[config.mk]
export PLATFORM = sky130hd
export DESIGN_NAME = pinball_target_placer
export DESIGN_NICKNAME = d
export VERILOG_FILES = /design/src/rtl/pinball_target_pkg.sv /design/src/rtl/pinball_lfsr16.sv /design/src/rtl/pinball_target_placer.sv
export SDC_FILE = /design/constraint.sdc
export NUM_CORES = 1
export LEC_CHECK = 0
export CORE_UTILIZATION = 35
export DETAILED_ROUTE_END_ITERATION = 6
export HOLD_SLACK_MARGIN = 0.06
export PLACE_DENSITY = 0.6
export SYNTH_ARGS = -nofsm -noshare
export SYNTH_HDL_FRONTEND = slang
export SYNTH_SLANG_ARGS = --single-unit
export TNS_END_PERCENT = 20
[constraint.sdc]
create_clock -name clk -period 8.7 [get_ports clk]
set_input_delay 2.61 -clock clk [delete_from_list [all_inputs] [get_ports clk]]
set_output_delay 2.61 -clock clk [all_outputs]
set_load 0.01 [all_outputs]
[src/rtl/pinball_target_pkg.sv]
// Shared constants, FSM state type and lookup helpers for the pinball target placer.
package pinball_target_pkg;
   localparam int unsigned NUM_TARGETS = 6;
   localparam int unsigned COORD_W     = 12;
   localparam int unsigned ID_W        = 3;
   localparam int unsigned LFSR_W      = 16;
   localparam logic [LFSR_W-1:0] LFSR_TAPS = 16'hB400;  // bits 15, 13, 12, 10

   typedef enum logic [1:0] {IDLE, GEN, CHECK, COMMIT} state_t;

   function automatic logic [COORD_W-1:0] fallback_x(input logic [ID_W-1:0] idx);
      case (idx)
         3'd0, 3'd3: fallback_x = 12'd240;
         3'd1, 3'd4: fallback_x = 12'd320;
         default:    fallback_x = 12'd400;
      endcase
   endfunction

   function automatic logic [COORD_W-1:0] fallback_y(input logic [ID_W-1:0] idx);
      fallback_y = (idx < 3'd3) ? 12'd100 : 12'd150;
   endfunction

   function automatic logic [ID_W-1:0] lowest_set(input logic [NUM_TARGETS-1:0] v);
      lowest_set = '0;
      for (int i = int'(NUM_TARGETS) - 1; i >= 0; i--) begin
         if (v[i]) lowest_set = ID_W'(i);
      end
   endfunction
endpackage

[src/rtl/pinball_lfsr16.sv]
// Free-running 16-bit Fibonacci LFSR, shifting left with feedback into bit 0.
module pinball_lfsr16
   import pinball_target_pkg::*;
#(
   parameter logic [LFSR_W-1:0] SEED = 16'hACE1
) (
   input  logic              clk,
   input  logic              rst,
   output logic [LFSR_W-1:0] state
);
   always_ff @(posedge clk) begin
      if (rst) state <= SEED;
      else     state <= {state[LFSR_W-2:0], ^(state & LFSR_TAPS)};
   end
endmodule

[src/rtl/pinball_target_placer.sv]
// Places the six playfield targets from LFSR candidates with bounds and overlap
// rejection, falling back to a fixed layout; re-places individual targets on hits.
module pinball_target_placer
   import pinball_target_pkg::*;
#(
   parameter logic [COORD_W-1:0] X_MIN     = 12'd160,
   parameter logic [COORD_W-1:0] X_MAX     = 12'd480,
   parameter logic [COORD_W-1:0] Y_MIN     = 12'd60,
   parameter logic [COORD_W-1:0] Y_MAX     = 12'd300,
   parameter logic [COORD_W-1:0] MIN_SEP   = 12'd40,
   parameter int unsigned        MAX_TRIES = 16,
   parameter logic [LFSR_W-1:0]  LFSR_SEED = 16'hACE1
) (
   input  logic                           clk,
   input  logic                           rst,
   input  logic                           start,
   input  logic                           hit_valid,
   input  logic [ID_W-1:0]                hit_id,
   output logic [COORD_W*NUM_TARGETS-1:0] target_x,
   output logic [COORD_W*NUM_TARGETS-1:0] target_y,
   output logic [NUM_TARGETS-1:0]         target_active,
   output logic                           busy,
   output logic                           done
);
   localparam int unsigned TRY_W = $clog2(MAX_TRIES + 1);
   localparam int unsigned XY_W  = COORD_W * NUM_TARGETS;
   localparam int unsigned IDX_N = 1 << ID_W;

   logic [LFSR_W-1:0]      lfsr;
   state_t                 state, state_n;
   logic [ID_W-1:0]        cur, cur_n, k, k_n;
   logic [TRY_W-1:0]       tries, tries_n;
   logic [COORD_W-1:0]     cx, cx_n, cy, cy_n;
   logic                   use_fb, use_fb_n;
   logic [NUM_TARGETS-1:0] pending, pending_n, active_n;
   logic [XY_W-1:0]        x_n, y_n;
   logic                   done_n, busy_n;

   logic                   hit_ok, reject, conflict;
   logic [IDX_N-1:0]       active_ext;
   logic [NUM_TARGETS-1:0] hit_bit, cur_bit, pend_in, act_base;
   logic [COORD_W-1:0]     xk, yk, dx, dy;

   pinball_lfsr16 #(.SEED(LFSR_SEED)) u_lfsr (
      .clk   (clk),
      .rst   (rst),
      .state (lfsr)
   );

   always_comb begin
      active_ext = IDX_N'(target_active);
      hit_bit    = NUM_TARGETS'(1) << hit_id;
      cur_bit    = NUM_TARGETS'(1) << cur;
      hit_ok     = hit_valid && (32'(hit_id) < NUM_TARGETS) && active_ext[hit_id];
      pend_in    = pending | (hit_ok ? hit_bit : '0);
      act_base   = hit_ok ? (target_active & ~hit_bit) : target_active;

      // Candidate vs. target k, per-axis separation.
      xk       = target_x[COORD_W*32'(k) +: COORD_W];
      yk       = target_y[COORD_W*32'(k) +: COORD_W];
      dx       = (cx >= xk) ? cx - xk : xk - cx;
      dy       = (cy >= yk) ? cy - yk : yk - cy;
      conflict = active_ext[k] && (k != cur) && (dx < MIN_SEP) && (dy < MIN_SEP);

      state_n   = state;
      cur_n     = cur;
      k_n       = k;
      tries_n   = tries;
      cx_n      = cx;
      cy_n      = cy;
      use_fb_n  = use_fb;
      pending_n = pend_in;
      active_n  = act_base;
      x_n       = target_x;
      y_n       = target_y;
      done_n    = 1'b0;
      reject    = 1'b0;

      case (state)
         IDLE: begin
            if (pend_in != '0) begin
               state_n = GEN;
               cur_n   = lowest_set(pend_in);
               tries_n = '0;
            end
         end
         GEN: begin
            cx_n = X_MIN + COORD_W'(lfsr[8:0]);
            cy_n = Y_MIN + COORD_W'(lfsr[15:8]);
            if ((cx_n > X_MAX) || (cy_n > Y_MAX)) begin
               reject = 1'b1;
            end else begin
               state_n = CHECK;
               k_n     = '0;
            end
         end
         CHECK: begin
            if (conflict) begin
               reject = 1'b1;
            end else if (k == ID_W'(NUM_TARGETS - 1)) begin
               state_n  = COMMIT;
               use_fb_n = 1'b0;
            end else begin
               k_n = k + ID_W'(1);
            end
         end
         COMMIT: begin
            x_n[COORD_W*32'(cur) +: COORD_W] = use_fb ? fallback_x(cur) : cx;
            y_n[COORD_W*32'(cur) +: COORD_W] = use_fb ? fallback_y(cur) : cy;
            active_n  = act_base | cur_bit;
            pending_n = pend_in & ~cur_bit;
            if (pending_n == '0) begin
               done_n  = 1'b1;
               state_n = IDLE;
            end else begin
               cur_n   = lowest_set(pending_n);
               tries_n = '0;
               state_n = GEN;
            end
         end
         default: state_n = IDLE;
      endcase

      if (reject) begin
         tries_n = tries + TRY_W'(1);
         if (tries_n == TRY_W'(MAX_TRIES)) begin
            state_n  = COMMIT;
            use_fb_n = 1'b1;
         end else begin
            state_n = GEN;
         end
      end

      // start aborts everything in flight, including a commit in this cycle.
      if (start) begin
         state_n   = GEN;
         cur_n     = '0;
         tries_n   = '0;
         pending_n = '1;
         active_n  = '0;
         x_n       = target_x;
         y_n       = target_y;
         done_n    = 1'b0;
      end

      // busy covers the done cycle so it drops one cycle after the final commit.
      busy_n = (state_n != IDLE) || done_n;
   end

   always_ff @(posedge clk) begin
      if (rst) begin
         state         <= IDLE;
         cur           <= '0;
         k             <= '0;
         tries         <= '0;
         cx            <= '0;
         cy            <= '0;
         use_fb        <= 1'b0;
         pending       <= '0;
         target_active <= '0;
         target_x      <= '0;
         target_y      <= '0;
         done          <= 1'b0;
         busy          <= 1'b0;
      end else begin
         state         <= state_n;
         cur           <= cur_n;
         k             <= k_n;
         tries         <= tries_n;
         cx            <= cx_n;
         cy            <= cy_n;
         use_fb        <= use_fb_n;
         pending       <= pending_n;
         target_active <= active_n;
         target_x      <= x_n;
         target_y      <= y_n;
         done          <= done_n;
         busy          <= busy_n;
      end
   end
endmodule

Yosys cells after proc, flatten, opt, wreduce, memory -nomap -nowiden
Cells that the tools add are included.
{ "totals": {"input_bits": 7, "latchBits": 0, "n_memories": 0, "reg_bits": 212, "out_inout_bits": 152, "ramBits": 0, "elab_cells": 149, "rom_bits": 0} }
{ "op_classes": {"shifts": 7, "mul": 2, "muxes": 61, "reduce_logical": 23, "n_addsub": 9, "div": 0, "n_bitwise": 7, "eq_ne": 16, "n_lt_le_gt_ge": 10} }
{ "op_table": {"columns": ["operator", "n"], "rows": [
  ["$bwmux W72", 2],
  ["$shiftx A12 B34 Y72", 2],
  ["$shiftx A72 B8 Y12", 2],
  ["$shift A12 B34 Y72 const A", 1],
  ["$mux W12", 5],
  ["$mux W3", 17],
  ["$sub A12 B12 Y12", 4],
  ["$neg A7 Y34", 1],
  ["$mux W6", 5],
  ["$ge A12 B12 Y1", 2],
  ["$lt A12 B6 Y1 const B", 2],
  ["$pmux W9 S2", 1],
  ["$reduce_xor A16 Y1", 1],
  ["$mux W5", 3],
  ["$mux W2", 7],
  ["$mux W1", 13],
  ["$and A6 B6 Y6", 2],
  ["$not A6 Y6", 2],
  ["$or A6 B6 Y6", 2],
  ["$pmux W3 S2", 2],
  ["$shl A1 B3 Y6 const A", 2],
  ["$add A8 B9 Y10 const A", 1],
  ["$gt A10 B9 Y1 const B", 1],
  ["$mul A2 B3 Y5 const A", 2],
  ["34 further kinds", 53]
]} }

Depth between registers and ports, before layout
{ "depth": {"depth_word": 14, "depth_mapped": 23} }

Cells and area by module
From an unflattened synthesis, not the netlist that was laid out.
{ "hier_totals": {"hier_cells": 1590, "area_unflattened_um2": 12477.0} }
{ "by_module_without_submodules": {"columns": ["module", "area_per_inst_um2", "instances", "cells_each", "seq_area_each_um2"], "rows": [
  ["pinball_target_placer", 12022.8, 1, 1554, 3823.7],
  ["pinball_lfsr16", 454.2, 1, 36, 320.3]
]} }

Worst setup path before layout
Ideal clock, no wire load.
{ "synth_timing": {"path_type": "register to register", "startpoint": "register k[0]", "endpoint": "register tries[2]", "stages_incl_launch_ff": 22, "setup_time_ps": 74, "required_ps": 8626, "n_path_buf": 5, "synth_period_minus_slack_ps": 5518, "slack_ps": 3182, "arrival_time_ps": 5444, "cell_sequence": "dfxtp_1 buf_2 buf_2 buf_1 clkbuf_1 mux2i_1 nor2_1 a21oi_1 inv_1 ha_1 clkbuf_1 and2_1 a221oi_1 and3b_1 nor4b_1 a311o_1 a2111oi_4 mux2i_1 a2111oi_4 a41oi_2 or3b_1 a31oi_1"} }
{ "synth_between": {"elab_chain_len": 11, "word_cells_on_any_way": 26, "cone_classes": "add/sub (4); mul (1); order compare (4); eq/ne (3); shift (2); mux (7); reduce/logical (5)"} }
{ "synth_rtl": {"columns": ["item", "line", "text"], "rows": [
  ["from (decl)", "pinball_target_placer.sv:31", "logic [ID_W-1:0] cur, cur_n, k, k_n;"],
  ["from (signal assigned)", "pinball_target_placer.sv:168", "k <= k_n;"],
  ["$mul A2 B3 Y5", "pinball_target_placer.sv:59, pinball_target_placer.sv:60", null],
  ["$shiftx A72 B8 Y12", "pinball_target_placer.sv:59", "xk = target_x[COORD_W*32'(k) +: COORD_W];"],
  ["$sub A12 B12 Y12 or $ge A12 B12 Y1 (tied branches)", "pinball_target_placer.sv:61", "dx = (cx >= xk) ? cx - xk : xk - cx;"],
  ["$mux W12", "pinball_target_placer.sv:61", null],
  ["$lt A12 B6 Y1", "pinball_target_placer.sv:63", "conflict = active_ext[k] && (k != cur) && (dx < MIN_SEP) && (dy < MIN_SEP);"],
  ["$logic_and A1 B1 Y1", "pinball_target_placer.sv:63", null],
  ["$logic_and A1 B1 Y1 (*)", "pinball_target_placer.sv:63", null],
  ["$mux W1 (*)", "pinball_target_placer.sv:98", "if (conflict) begin"],
  ["$pmux W1 S2 (*)", "pinball_target_placer.sv:79", "case (state)"],
  ["$ne A3 B3 Y1 (no line) or $reduce_bool A3 Y1 (tied branches)", null, null],
  ["$reduce_and A3 Y1 (no line)", null, null],
  ["to (signal assigned)", "pinball_target_placer.sv:169", "tries <= tries_n;"],
  ["to (decl)", "pinball_target_placer.sv:32", "logic [TRY_W-1:0] tries, tries_n;"]
]} }
Every way passes the cells marked *; elsewhere a longest branch is shown, timed or not. The select of a mux whose other input is x is not followed.
A chain may end at the register's enable or synchronous reset.

Worst setup path after layout
Same ends and word-level chain as after synthesis.

==> run_results.csv <==
group,metric,value,unit
status,status,"completed",
routing,viasPerCell,5.81,
timing,rsz0062_at_grt,"false",
layout,diodes,0,
layout,finish.instance_area,0.0153,mm^2
floorplanning,die-area,0.0367,mm^2
routing,ant_nets,0,
setup_path,cp_common_cell,"o31a_1",
setup_path,criticalPathCategory,"reg2reg",
logic_synthesis,yosys.area_share.adder,0.0603,
logic_synthesis,syn_inst,1580,
logic_synthesis,synth_common_cells,"nor2_1, dfxtp_1, a21oi_1",
placement,port_buffers,158,
power,leakage,5.70,nW
timing,relSlewSlack,0.0965,
timing,setup_viol_count_final,0,
setup_path,crit_fanout,35,
setup_path,worst_ep_arrival_time,6420,ps
layout,multi_input_area,0.00781,mm^2
global_routing,grt_first_pass_wirelength,74000,um
routing,dr.pass1.iters,6,
setup_path,end_kind,"flip-flop",
cts,clk_latency,550,ps
power,peakVddDrop,0.000129,V
cts,ctsResizeCount,0,
layout,syn2layout_area_growth,21.7,%
timing,setup_slack,2740,ps
logic_synthesis,synth_top_family_by_area,"simple AND/OR/NAND/NOR gates",
worst_hold_path,min_path_cells,2,
cts,path_clk_slew,60,ps
setup_path,cp_slowest_cell,"dfxtp_4",
logic_synthesis,synth_top_area_cell,"dfxtp_1",
routing,vias,12600,
logic_synthesis,ys_types,75,
setup_path,rrSetupSlack,2740,ps
routing,initialDrtViolationCount,1164,
timing,post-route-min-period,5960,ps
routing,route.detailed.drc,0,
logic_synthesis,synthArstFlopShare,0,
placement,gp_congestion,0.951,
logic_synthesis,synth_seq_cells,207,
cts,cts.htree.levels,1,
setup_path,worstReg2RegStart,"k[0]$_SDFFE_PP0P_",
routing,totalWireLength,50100,um
placement,hpwl,37400,um
logic_synthesis,syn_avg_cell_area,7.96,um^2
timing,finalHoldViolations,0,
global_routing,grt_overflow,0,
logic_synthesis,ys_warn_count,0,
timing,period_share,0.685,
worst_hold_path,min_from,"target_x[14]$_SDFFE_PP0P_",
logic_synthesis,ys_seq_area_frac,0.330,
timing,tightest_slew,1360,ps
floorplanning,core-area,0.0355,mm^2
timing,fin_tns_setup,0,ps
setup_path,crit_path_cell_trace,"buf_4 > mux4_2 > a21oi_1 > inv_1 > ha_1 > o2111ai_1 > nor2_1 > o31a_1 > o31a_1 > mux2i_1 > o21ai_1 > xor2_1 > nor4_1 > a41oi_2 > or3b_1 > a31oi_1",
logic_synthesis,synth_compound_area_frac,0.196,
logic_synthesis,syn_area,0.0126,mm^2
logic_synthesis,synth_top_area_frac,0.330,
layout,regArea,0.00415,mm^2
setup_path,worst-r2r-cell-count,16,
layout,drive_above_1_share,0.0636,
placement,placed_area,0.0145,mm^2
setup_path,worstPathRequired,9160,ps
floorplanning,ios,159,
floorplanning,die_h,192,um
logic_synthesis,muxShareOfSynthArea,0.132,
routing,wire_per_inst,23.2,um
worst_hold_path,holdCritPathClass,"reg2reg",
placement,post-place-ws,2840,ps
cts,cts_root_buf,"clkbuf_16",
logic_synthesis,synthXorXnorAreaFrac,0.0167,
floorplanning,initial_core_util,0.354,
timing,fin_worst_skew,21.6,ps
power,design_power_total,2.56,mW
floorplanning,die_w,192,um
timing,whs,467,ps
flow_run,drv_cap,0,
cts,holdBufCountCts,0,
cts,cts_tree,"done",
logic_synthesis,yosys-top-cells-area,"dfxtp_1, mux2i_1, nor2_1",
cts,postCtsSetupBuffers,0,
logic_synthesis,yosys.area_share.simple,0.214,
power,power_density,167,mW/mm^2
global_routing,grt_max_degree,120,
logic_synthesis,syn_nets,1647,
logic_synthesis,synth-main-ff-cell,"dfxtp_1",
layout,nFillCells,3545,
setup_path,cp-startpoint,"k[0]$_SDFFE_PP0P_",
timing,slew_viol_final,0,
logic_synthesis,yosysMostFrequentCell,"nor2_1",
global_routing,track_usage,0.268,
setup_path,cp-start-kind,"flip-flop",
layout,finalNetCount,1753,
global_routing,antenna_found_initial,0,
cts,cts_sinks,207,
timing,fmax,168,MHz
floorplanning,rows,69,
logic_synthesis,synth_edf_count,0,
cts,cts.path.max_buffers,3,
global_routing,first_global_vias,11600,
setup_path,cp_slowest_stage_delay,750,ps
cts,cts_inserted_buffers,25,
metal layers:
layer	part of all wire	up-vias	GRT usage	routed length (um)
met5	0	-	0	0
met4	0.040	0	0.109	1990
met3	0.068	96	0.0431	3410
met2	0.46	542	0.431	22900
met1	0.43	6086	0.354	21700
li1	-	5826	-	-
flip-flops by register name, indices dropped and copies added, names as in the netlist, 5 cells and up:
name / flops
pending: 6
tries: 5
u_lfsr.state: 16
cx: 10
cy: 9
target_active: 6
target_x: 72
target_y: 72
layout make-up:
class | count | area share
clock buffer | 36 | 0.0475
clock inverter | 3 | 0.00376
inverter | 65 | 0.0159
multi-input combinational | 1208 | 0.510
sequential | 207 | 0.271
tap | 461 | 0.0377
timing repair buffer | 179 | 0.114
layout by cell type (no fill, tap or decap), types with 5 or more instances in the layout:
cell type,count
or2_2,11
mux2i_1,109
mux4_2,22
nor2_1,278
o22ai_1,32
nor4_1,11
xor2_1,12
a21oi_1,159
clkbuf_16,25
nand2_1,122
o22a_1,5
nor2b_1,23
o21ai_0,41
nand3_1,36
dfxtp_1,205
o31ai_1,5
buf_4,21
nor3b_1,5
a211oi_1,39
a21o_1,14
a31oi_1,11
nand2b_1,10
clkdlybuf4s50_1,157
and3_1,10
a32oi_1,7
xnor2_1,11
inv_1,64
nand4_1,8
a211o_1,5
a22oi_1,8
clkbuf_1,5
and2_1,13
nor3_1,52
ha_1,59
clkbuf_8,6
worst max-delay path, delay by kind of cell (launching register included):
kind | cells | cell delay, ps
fa+ha+maj | 1 | 430
buf+inv | 2 | 560
xor+xnor | 1 | 150
mux | 2 | 900
compound gates | 7 | 1700
simple gates | 3 | 1320
flops | 1 | 750
through the flow:
stage | std cells | util
2_1_floorplan | 1580 | -
3_3_place_gp | 2120 | 0.409
3_5_place_dp | 2120 | 0.409
4_1_cts | 2159 | 0.431
5_1_grt | 2159 | 0.431
6_report | 2159 | 0.431
where the power goes:
part / internal, mW / switching (mW) / total [mW]
Clock: 0.605 / 0.424 / 1.03
Sequential: 0.966 / 0.0364 / 1.00
Combinational: 0.168 / 0.357 / 0.525
Total: 1.74 / 0.817 / 2.56
logic make-up (layout without fill, tap and decap cells):
logic type / after synthesis / after routing
AOI/OAI and AO/OA: 385 / 385
xor gates and xnor gates: 24 / 24
adders and majority gates: 60 / 60
buffers and inverters: 165 / 283
DFF: 207 / 207
muxes: 136 / 136
and+or+nand+nor: 603 / 603
worst paths after layout:
check,to
setup / recovery,tries[2]$_SDFFE_PP0P_
hold / removal,target_x[14]$_SDFFE_PP0P_
setup reg to reg,tries[2]$_SDFFE_PP0P_
hold reg to reg,target_x[14]$_SDFFE_PP0P_
Power figures use the tool's default switching activity.
